<file path="src/rtl/conv_arbiter_pkg.sv">
// ---------------------------------------------------------------------------
// conv_arbiter_pkg
// Shared constants for the convolution arbiter slice: default geometry of the
// requester array, datapath widths, result buffer depth and the derived
// requester-id width used for tags and res_id.
// ---------------------------------------------------------------------------
package conv_arbiter_pkg;

    // A convolution window is always 3x3.
    localparam int TAPS           = 9;

    localparam int DEF_N_REQ      = 4;
    localparam int DEF_DATA_W     = 8;
    localparam int DEF_ACC_W      = 32;
    localparam int DEF_FIFO_DEPTH = 4;

    // Width of a requester index.
    // It is never narrower than one bit, so a single-requester build still has a legal id port.
    function automatic int id_width(input int n);
        return (n > 1) ? $clog2(n) : 1;
    endfunction

    localparam int DEF_ID_W       = id_width(DEF_N_REQ);

endpackage

</file>
<file path="src/rtl/conv_core.sv">
// ---------------------------------------------------------------------------
// conv_core
// Single-cycle 3x3 convolution engine: registers the signed sum of nine
// DATA_W x DATA_W signed products, sign-extended to ACC_W.
//
// Ports
//   clk        rising-edge clock
//   rst_n      synchronous active-low reset
//   valid_in   window/weight are valid this cycle
//   window     nine packed signed pixels, tap k at [k*DATA_W +: DATA_W]
//   weight     nine packed signed weights, same layout
//   valid_out  result holds the sum for the previous cycle's valid_in
//   result     signed convolution sum
// ---------------------------------------------------------------------------
module conv_core
    import conv_arbiter_pkg::*;
#(
    parameter int DATA_W = DEF_DATA_W,
    parameter int ACC_W  = DEF_ACC_W
) (
    input  logic                     clk,
    input  logic                     rst_n,
    input  logic                     valid_in,
    input  logic [TAPS*DATA_W-1:0]   window,
    input  logic [TAPS*DATA_W-1:0]   weight,
    output logic                     valid_out,
    output logic [ACC_W-1:0]         result
);

    logic [2*DATA_W-1:0] px_ext;
    logic [2*DATA_W-1:0] wt_ext;
    logic [2*DATA_W-1:0] prod;
    logic [ACC_W-1:0]    sum;

    // Multiply-accumulate over the nine taps.
    // Both operands are sign-extended to double width first.
    // The low 2*DATA_W bits of that unsigned product are then the exact signed product.
    always_comb begin
        px_ext = '0;
        wt_ext = '0;
        prod   = '0;
        sum    = '0;
        for (int k = 0; k < TAPS; k++) begin
            px_ext = {{DATA_W{window[k*DATA_W+DATA_W-1]}}, window[k*DATA_W +: DATA_W]};
            wt_ext = {{DATA_W{weight[k*DATA_W+DATA_W-1]}}, weight[k*DATA_W +: DATA_W]};
            prod   = px_ext * wt_ext;
            sum    = sum + {{(ACC_W-2*DATA_W){prod[2*DATA_W-1]}}, prod};
        end
    end

    // Output register: this is the core's one cycle of latency.
    // result only moves when a new operation arrives.
    always_ff @(posedge clk) begin
        if (!rst_n) begin
            valid_out <= 1'b0;
            result    <= '0;
        end else begin
            valid_out <= valid_in;
            if (valid_in) begin
                result <= sum;
            end
        end
    end

endmodule

</file>
<file path="src/rtl/conv_arbiter.sv">
// ---------------------------------------------------------------------------
// conv_arbiter
// Shares one conv_core among N_REQ requesters using round-robin arbitration.
// Results are buffered in an in-order FIFO tagged with the requester index.
// Issue is credit-limited: operations in flight plus buffered results never
// exceed FIFO_DEPTH, so the FIFO cannot overflow.
//
// Ports
//   clk, rst     clock and synchronous active-high reset
//   req_valid    per-requester request valid
//   req_window   per-requester 3x3 window, requester i at slice i
//   req_weight   per-requester 3x3 kernel, same slicing
//   req_ready    one-hot (or zero) accept, combinational
//   res_valid    FIFO head holds a result
//   res_ready    downstream accepts the head result
//   res_data     signed convolution sum at the head
//   res_id       requester index of the head result
//   busy         an operation is in the core or a result is buffered
//   res_count    count of popped results, wraps at 16 bits
// ---------------------------------------------------------------------------
module conv_arbiter
    import conv_arbiter_pkg::*;
#(
    parameter int  N_REQ      = DEF_N_REQ,
    parameter int  DATA_W     = DEF_DATA_W,
    parameter int  ACC_W      = DEF_ACC_W,
    parameter int  FIFO_DEPTH = DEF_FIFO_DEPTH,
    localparam int ID_W       = id_width(N_REQ)
) (
    input  logic                          clk,
    input  logic                          rst,
    input  logic [N_REQ-1:0]              req_valid,
    input  logic [N_REQ*DATA_W*TAPS-1:0]  req_window,
    input  logic [N_REQ*DATA_W*TAPS-1:0]  req_weight,
    output logic [N_REQ-1:0]              req_ready,
    output logic                          res_valid,
    input  logic                          res_ready,
    output logic [ACC_W-1:0]              res_data,
    output logic [ID_W-1:0]               res_id,
    output logic                          busy,
    output logic [15:0]                   res_count
);

    localparam int SLICE_W = TAPS * DATA_W;
    localparam int PTR_W   = $clog2(FIFO_DEPTH);
    localparam int CNT_W   = PTR_W + 1;
    localparam int OCC_W   = PTR_W + 2;

    logic [ID_W-1:0]    ptr;
    logic               grant_found;
    logic [ID_W-1:0]    grant_idx;
    logic               grant_valid;
    logic               credit_ok;
    logic [OCC_W-1:0]   occupancy;
    logic [SLICE_W-1:0] sel_window;
    logic [SLICE_W-1:0] sel_weight;

    logic [ID_W-1:0]    tag;
    logic               core_valid;
    logic [ACC_W-1:0]   core_result;

    logic [ACC_W-1:0]   mem_data [FIFO_DEPTH];
    logic [ID_W-1:0]    mem_id   [FIFO_DEPTH];
    logic [PTR_W-1:0]   wr_ptr;
    logic [PTR_W-1:0]   rd_ptr;
    logic [CNT_W-1:0]   fifo_count;
    logic               push;
    logic               pop;
    logic [15:0]        count_q;

    // Round-robin search in two passes.
    // The first pass looks from ptr upward.
    // The second pass wraps to index 0 when nothing at or above ptr is requesting.
    always_comb begin
        grant_found = 1'b0;
        grant_idx   = '0;
        for (int i = 0; i < N_REQ; i++) begin
            if (!grant_found && req_valid[i] && ID_W'(i) >= ptr) begin
                grant_found = 1'b1;
                grant_idx   = ID_W'(i);
            end
        end
        for (int i = 0; i < N_REQ; i++) begin
            if (!grant_found && req_valid[i]) begin
                grant_found = 1'b1;
                grant_idx   = ID_W'(i);
            end
        end
    end

    // Credit check.
    // A pop in this cycle frees a slot in the same cycle, so a full FIFO that is draining keeps the core fed.
    always_comb begin
        occupancy   = OCC_W'(fifo_count) + OCC_W'(core_valid) - OCC_W'(pop);
        credit_ok   = occupancy < OCC_W'(FIFO_DEPTH);
        grant_valid = grant_found && credit_ok && !rst;
    end

    // Steer the granted requester's operands to the core and raise its accept.
    always_comb begin
        sel_window = '0;
        sel_weight = '0;
        req_ready  = '0;
        for (int i = 0; i < N_REQ; i++) begin
            if (grant_found && ID_W'(i) == grant_idx) begin
                sel_window = req_window[i*SLICE_W +: SLICE_W];
                sel_weight = req_weight[i*SLICE_W +: SLICE_W];
            end
            req_ready[i] = grant_valid && (ID_W'(i) == grant_idx);
        end
    end

    // Priority pointer moves just past the winner and holds when idle.
    // The tag travels one cycle behind the issue, alongside the core's result.
    always_ff @(posedge clk) begin
        if (rst) begin
            ptr <= '0;
            tag <= '0;
        end else if (grant_valid) begin
            ptr <= (grant_idx == ID_W'(N_REQ - 1)) ? '0 : grant_idx + ID_W'(1);
            tag <= grant_idx;
        end
    end

    conv_core #(
        .DATA_W    (DATA_W),
        .ACC_W     (ACC_W)
    ) u_core (
        .clk       (clk),
        .rst_n     (~rst),
        .valid_in  (grant_valid),
        .window    (sel_window),
        .weight    (sel_weight),
        .valid_out (core_valid),
        .result    (core_result)
    );

    assign push      = core_valid;
    assign pop       = res_valid && res_ready;

    // Outputs are forced quiet while reset is held.
    // Nothing from before the reset is visible during it.
    assign res_valid = !rst && (fifo_count != '0);
    assign res_data  = rst ? '0 : mem_data[rd_ptr];
    assign res_id    = rst ? '0 : mem_id[rd_ptr];
    assign busy      = !rst && (core_valid || fifo_count != '0);
    assign res_count = rst ? '0 : count_q;

    // FIFO storage.
    // It needs no reset because the pointers and count decide what is visible.
    always_ff @(posedge clk) begin
        if (push) begin
            mem_data[wr_ptr] <= core_result;
            mem_id[wr_ptr]   <= tag;
        end
    end

    // FIFO pointers, occupancy and the completed-result counter.
    // A simultaneous push and pop leaves the count unchanged.
    always_ff @(posedge clk) begin
        if (rst) begin
            wr_ptr     <= '0;
            rd_ptr     <= '0;
            fifo_count <= '0;
            count_q    <= '0;
        end else begin
            if (push) begin
                wr_ptr <= wr_ptr + PTR_W'(1);
            end
            if (pop) begin
                rd_ptr  <= rd_ptr + PTR_W'(1);
                count_q <= count_q + 16'd1;
            end
            case ({push, pop})
                2'b10:   fifo_count <= fifo_count + CNT_W'(1);
                2'b01:   fifo_count <= fifo_count - CNT_W'(1);
                default: fifo_count <= fifo_count;
            endcase
        end
    end

endmodule

</file>
<file path="config.mk">
export PLATFORM = sky130hd
export DESIGN_NAME = conv_arbiter
export DESIGN_NICKNAME = d
export VERILOG_FILES = /design/src/rtl/conv_arbiter_pkg.sv /design/src/rtl/conv_core.sv /design/src/rtl/conv_arbiter.sv
export SDC_FILE = /design/constraint.sdc
export NUM_CORES = 2
export LEC_CHECK = 0
export ABC_AREA = 1
export BUFFER_PORTS_ARGS = -buffer_cell sky130_fd_sc_hd__buf_2
export CAP_MARGIN = 20
export CORE_MARGIN = 1
export CORE_UTILIZATION = 45
export DETAILED_ROUTE_END_ITERATION = 10
export PLACE_DENSITY = 0.66
export SKIP_LAST_GASP = 1
export SYNTH_ARGS = -nofsm -noshare
export SYNTH_HDL_FRONTEND = slang
export SYNTH_SLANG_ARGS = --single-unit
</file>
<file path="constraint.sdc">
create_clock -name clk -period 20.1 [get_ports clk]
set_clock_uncertainty 0.15 [all_clocks]
set_input_delay 4.02 -clock clk [delete_from_list [all_inputs] [get_ports clk]]
set_output_delay 4.02 -clock clk [all_outputs]
set_load 0.02 [all_outputs]
</file>
Word level (Yosys, flattened, before mapping):

Memories as Yosys holds them, arrays and structs flattened. A register that Yosys moved wholly into a read port is not among the register bits.
Index checks and enable logic that the tools add are counted.

* bits in registers: 60
* memory bits (writable): 136
* input bits: 583
* output and inout port bits: 56
* word-level logic and storage cells: 116
* memories: 2

* add/sub/neg operators: 16
* multipliers: 9
* order comparisons: 5
* equal/unequal tests: 6
* multiplexer cells: 34
* reduce and logical (&&, ||, !) cells: 36

Memory list
* mem_data: words 4, width 32, read ports 1, clocked after memory_dff 1, write ports 1, line conv_arbiter.sv:62 `logic [ACC_W-1:0] mem_data [FIFO_DEPTH];`
* mem_id: words 4, width 2, read ports 1, clocked after memory_dff 1, write ports 1, line conv_arbiter.sv:63 `logic [ID_W-1:0] mem_id [FIFO_DEPTH];`

Operators by type and width (number)
* $mux 72: 8
* $add 32x32->32: 7
* $mul 8x8->16: 9
* $mux 32: 1
* $logic_and 1x1->1: 24
* $mux 2: 12
* $add 16x16->17: 1
* $add 16x1->16 const B: 1
* $mux 16: 1
* $mux 1: 11
* $logic_not 1->1: 8
* $add 2x1->2 const B: 3
* $pmux 3 s2: 1
* $add 3x1->4: 1
* $eq 2x2->1 const A: 2
* $eq 2x2->1 const B: 2
* $ge 1x2->1 const A: 2
* $ge 2x2->1 const A: 2
* $lt 4x3->1 const B: 1
* $sub 4x1->4: 1
* $add 3x1->3 const B: 1
* $reduce_bool 3->1: 1
* $sub 3x1->3 const B: 1
* $eq 1x2->1 const A: 1
* other kinds (4): 4

Depth between registers and ports, before layout:

* depth in word-level cells: 42
* gate-level depth with buffers: 58
* depth with buffers taken out: 55

Modules after synthesis:

A second synthesis with hierarchy kept.

* cell total of the unflattened synthesis: 6272
* area, all modules: 43325.3 um^2

By module, submodules not included
* conv_core: instances 1, cells each 3747, area each 28733.8 um^2, sequential area each 660.6 um^2
* conv_arbiter: instances 1, cells each 2525, area each 14591.5 um^2, sequential area each 4664.5 um^2

Worst setup path before layout:

Ideal clock, no wire load.

* kind: in2reg
* start: in req_valid[1]
* end: reg u_core.result[23]
* setup time: 132 ps
* arrival time: 13269 ps
* required time: 19818 ps
* slack: 6549 ps
* stages: 49
* buffers on the path: 4
* cells stage by stage: inv_1 -> nand2_1 -> nand2_1 -> nand2_1 -> nor2_1 -> inv_1 -> o21ai_0 -> ha_1 -> buf_2 -> clkbuf_1 -> clkbuf_1 -> nand3_1 -> nand3_1 -> nand2_1 -> nand2_2 -> nand2_1 -> inv_1 -> fa_1 -> [13 not listed] -> a31oi_1 -> xor2_1 -> inv_1 -> fa_1 -> fa_1 -> inv_1 -> fa_1 -> inv_1 -> ha_1 -> nand2_1 -> nor2_1 -> inv_1 -> nor3_1 -> nand4_1 -> nand3_1 -> nand2_1 -> nand2_1 -> a21oi_1

* word-level cells in the longest chain between the ends: 38
* elaborated cells between the ends (all ways): 65
* classes of those cells: add/sub (8); mul (9); eq/ne (3); mux (22); reduce/logical (23)

RTL lines
* from (decl): line conv_arbiter.sv:32 `input logic [N_REQ-1:0] req_valid,`
* $logic_and 1x1->1 (2 in series): line conv_arbiter.sv:78 `if (!grant_found && req_valid[i] && ID_W'(i) >= ptr) begin`
* $mux 1: line conv_arbiter.sv:78
* $logic_not 1->1: line conv_arbiter.sv:78
* $logic_and 1x1->1 (2 in series): line conv_arbiter.sv:78
* $mux 1: line conv_arbiter.sv:78
* $logic_not 1->1: line conv_arbiter.sv:78
* $logic_and 1x1->1 (2 in series): line conv_arbiter.sv:78
* $mux 1: line conv_arbiter.sv:78
* [12 not listed]
* net grant_idx[0]: line conv_arbiter.sv:51 `logic [ID_W-1:0] grant_idx;`
* $logic_not 2->1: line conv_arbiter.sv:105 `if (grant_found && ID_W'(i) == grant_idx) begin`
* $logic_and 1x1->1: line conv_arbiter.sv:105
* $mux 72 (4 in series): line conv_arbiter.sv:105
* $mul 8x8->16: line conv_core.sv:46 `prod = px_ext * wt_ext;`
* $add 16x16->17: line conv_core.sv:47 `sum = sum + {{(ACC_W-2*DATA_W){prod[2*DATA_W-1]}}, prod};`
* $add 32x32->32 (6 in series): line conv_core.sv:47
* $add 32x32->32 *: line conv_core.sv:47
* to (signal assigned): line conv_core.sv:60 `result <= sum;`
* to (decl): line conv_core.sv:27 `output logic [ACC_W-1:0] result`

The timed path passes the listed nets; every way through them passes the cells marked *.
A chain may end at the register's enable or synchronous reset.

Worst setup path in the final report:

* start: in req_valid[1]
* end: reg u_core.result[27]

Same word-level chain as after synthesis.

==> qor.csv <==
metric,value,unit
status,"complete, no violations",
GPL Wtd Cong,0.9967,
ys flop type,edfxtp_1,
hold-fix buffer count after cts,0,
Post-CTS Setup Bufs,0,
I/O pins,639,
fraction of registers with async set/reset,0,%
CP Capture Type,flip-flop,
Syn Inst Count,5657,
die area,93450,sq um
Most Frequent Cell on Critical Path,inv_1,
Tmin final,15.81,ns
Setup Crit Path Kind,input port to flip-flop,
DP Wirelength,118900,um
HP Class,flip-flop to flip-flop,
initial antenna violation count,23,
RSZ-0062 raised after global routing,false,
Synth Register Bits,198,
Root Driver,clkbuf_16,
CTS Buffer Depth,2,
core area,91520,sq um
CP max FO,163,
Final setup viols,0,
Die Ht,305.7,um
Final #Nets,7649,
TritonCTS clock tree,yes,
area share of the largest cell type after synthesis,30.39,%
most common cell in the synthesized netlist,inv_1,
share of cells above drive strength 1,14.23,%
FP Rows,111,
slowest cell on the critical path,o21ai_0,
vias in the first global route,37445,
Worst-path clk slew,0.07,ns
Detailed Routing Iterations Pass 1,6,
Slew Limit Fails,0,
detailed-route DRC error count,0,
Non-Filler Instances,7367,
cts bufs inserted,17,
leading area contributor after synthesis,fa_1,
Fillers,9252,
Overflow after GRT,0,
drt initial violations,2648,
Sum Neg Setup Slack,0,ns
Initial Util,45.35,%
Routed WL per cell,18.88,um
top post-synthesis cells by area,"fa_1 (30%), inv_1 (14%), edfxtp_1 (9.8%)",
Total GRT Usage,30.07,%
cell total after placement,7315,
"wirelength, routed",139100,um
CP peak stage delay,0.71,ns
first-pass GRT wire length,213600,um
pin count of the biggest net entering global routing,166,
post-cts resize count,0,
netlist area before placement,41500,sq um
Least-Margin Pin Slew,1.007,ns
Max Clk Rate,63.24,MHz
Slew HR,32.85,%
"EDFF count, synth",136,
post-synth cell types,44,
post-route ant nets,0,
PortBufs,638,
max_cap viols,0,
chip width,305.7,um
warnings from Yosys,0,
drt via density,5.102,
Tcrit/Tclk final,78.68,%
Critical Path Start Type,input port,
post-synthesis sequential area ratio,12.83,%
worst-skew pair later-pin latency,0.43,ns
routed via count,37588,
Synth top cells by count,"inv_1 (1503), nand2_1 (990), fa_1 (630), nor2_1 (422), nand3_1 (393)",
Syn Area/Cell,7.337,sq um
Syn Nets,7158,
crit path DAT,15.95,ns
Fin. Hold Viols,0,
Layout area overhead,11.34,%
CTS Sinks,198,
CP required,20.24,ns
H-tree depth,4,
[critical path, delay by kind of cell]
family / cells / cell delay [ns]
AO/OA/AOI/OAI: 4 / 1.22
AND/OR/NAND/NOR: 20 / 3.25
adder cells (fa/ha/maj): 12 / 5.58
buffers and inverters: 13 / 1.47
[worst paths after layout]
path / start / to / slack (ns) / cells after the start
max reg2reg: ptr[0] / u_core.result[27] / 7.51 / 49
min reg2reg: rd_ptr[1] / flip-flop / 0.29 / 1
min: rd_ptr[1] / flip-flop / 0.29 / 1
max: req_valid[1] / u_core.result[27] / 4.29 / 49
[layer usage]
metal  GRT usage [%]  part of all wire [%]  wire length [um]  vias to the layer above
met2           48.94                    46             63940                     1359
met5               0                 0.029                41                        -
li1                -                     -                 -                    17979
met4           14.71                   5.4              7537                        6
met1           38.93                    42             57800                    18026
met3           4.784                   7.0              9765                      218
[per-stage QoR]
step | setup slack, ns | hold slack, ns | utilization (%) | cell area, sq um
after floorplan | 6.549 | 0.2623 | - | 41500
after global placement | 4.231 | 0.2717 | 49.75 | 45530
after detailed placement | 4.135 | 0.2861 | 49.75 | 45530
after CTS | 4.590 | 0.2964 | 50.44 | 46160
after global routing | 3.547 | 0.3265 | 50.47 | 46190
final | 4.286 | 0.2922 | 50.49 | 46210
[final cells by class]
type	count	area (sq um)	area share (%)
diodes	20	50.05	0.1083
well taps	1186	1484	3.211
flip-flops and latches	198	5328	11.53
clock buffers	17	425.4	0.9206
repair buffers	658	3381	7.316
multi-input cells	3683	29370	63.55
inverters	1590	5971	12.92
clock inverters	15	205.2	0.4440
[cell families after synthesis]
family / synth area share, %
compound gates: 6.379
buf+inv: 16.52
simple gates: 22.25
flops: 12.83
fa+ha+maj: 39.07
xor+xnor: 2.954
[cell usage in the layout, fill, tap and decap left out, types with 5 or more instances in the layout]
cell / count
a21o_1: 7
buf_4: 17
nor3_1: 29
xor2_1: 69
a31oi_1: 10
o21ai_0: 209
o21bai_1: 5
inv_1: 1498
ha_1: 285
nand3b_1: 13
nor4_1: 5
diode_2: 20
xnor2_1: 71
nand2_2: 109
fa_1: 630
clkinv_1: 35
nand3_1: 393
nor2_1: 422
edfxtp_1: 136
a21oi_1: 188
nand4_1: 143
o21ai_1: 70
clkbuf_16: 17
nand2_1: 990
dfxtp_1: 60
buf_2: 638
or2_2: 5
inv_2: 56
[registers in the layout (all words and copies together), names as in the netlist, named ones only]
| signal | flops |
|---|---|
| count_q | 16 |
| mem_data | 128 |
| fifo_count | 3 |
| tag | 2 |
| mem_id | 8 |
| rd_ptr | 2 |
| ptr | 2 |
| u_core.valid_out | 1 |
| u_core.result | 32 |
| wr_ptr | 2 |
Power is not shown: default switching activity piles up to over one toggle a cycle in this logic, so the estimate is an artifact.
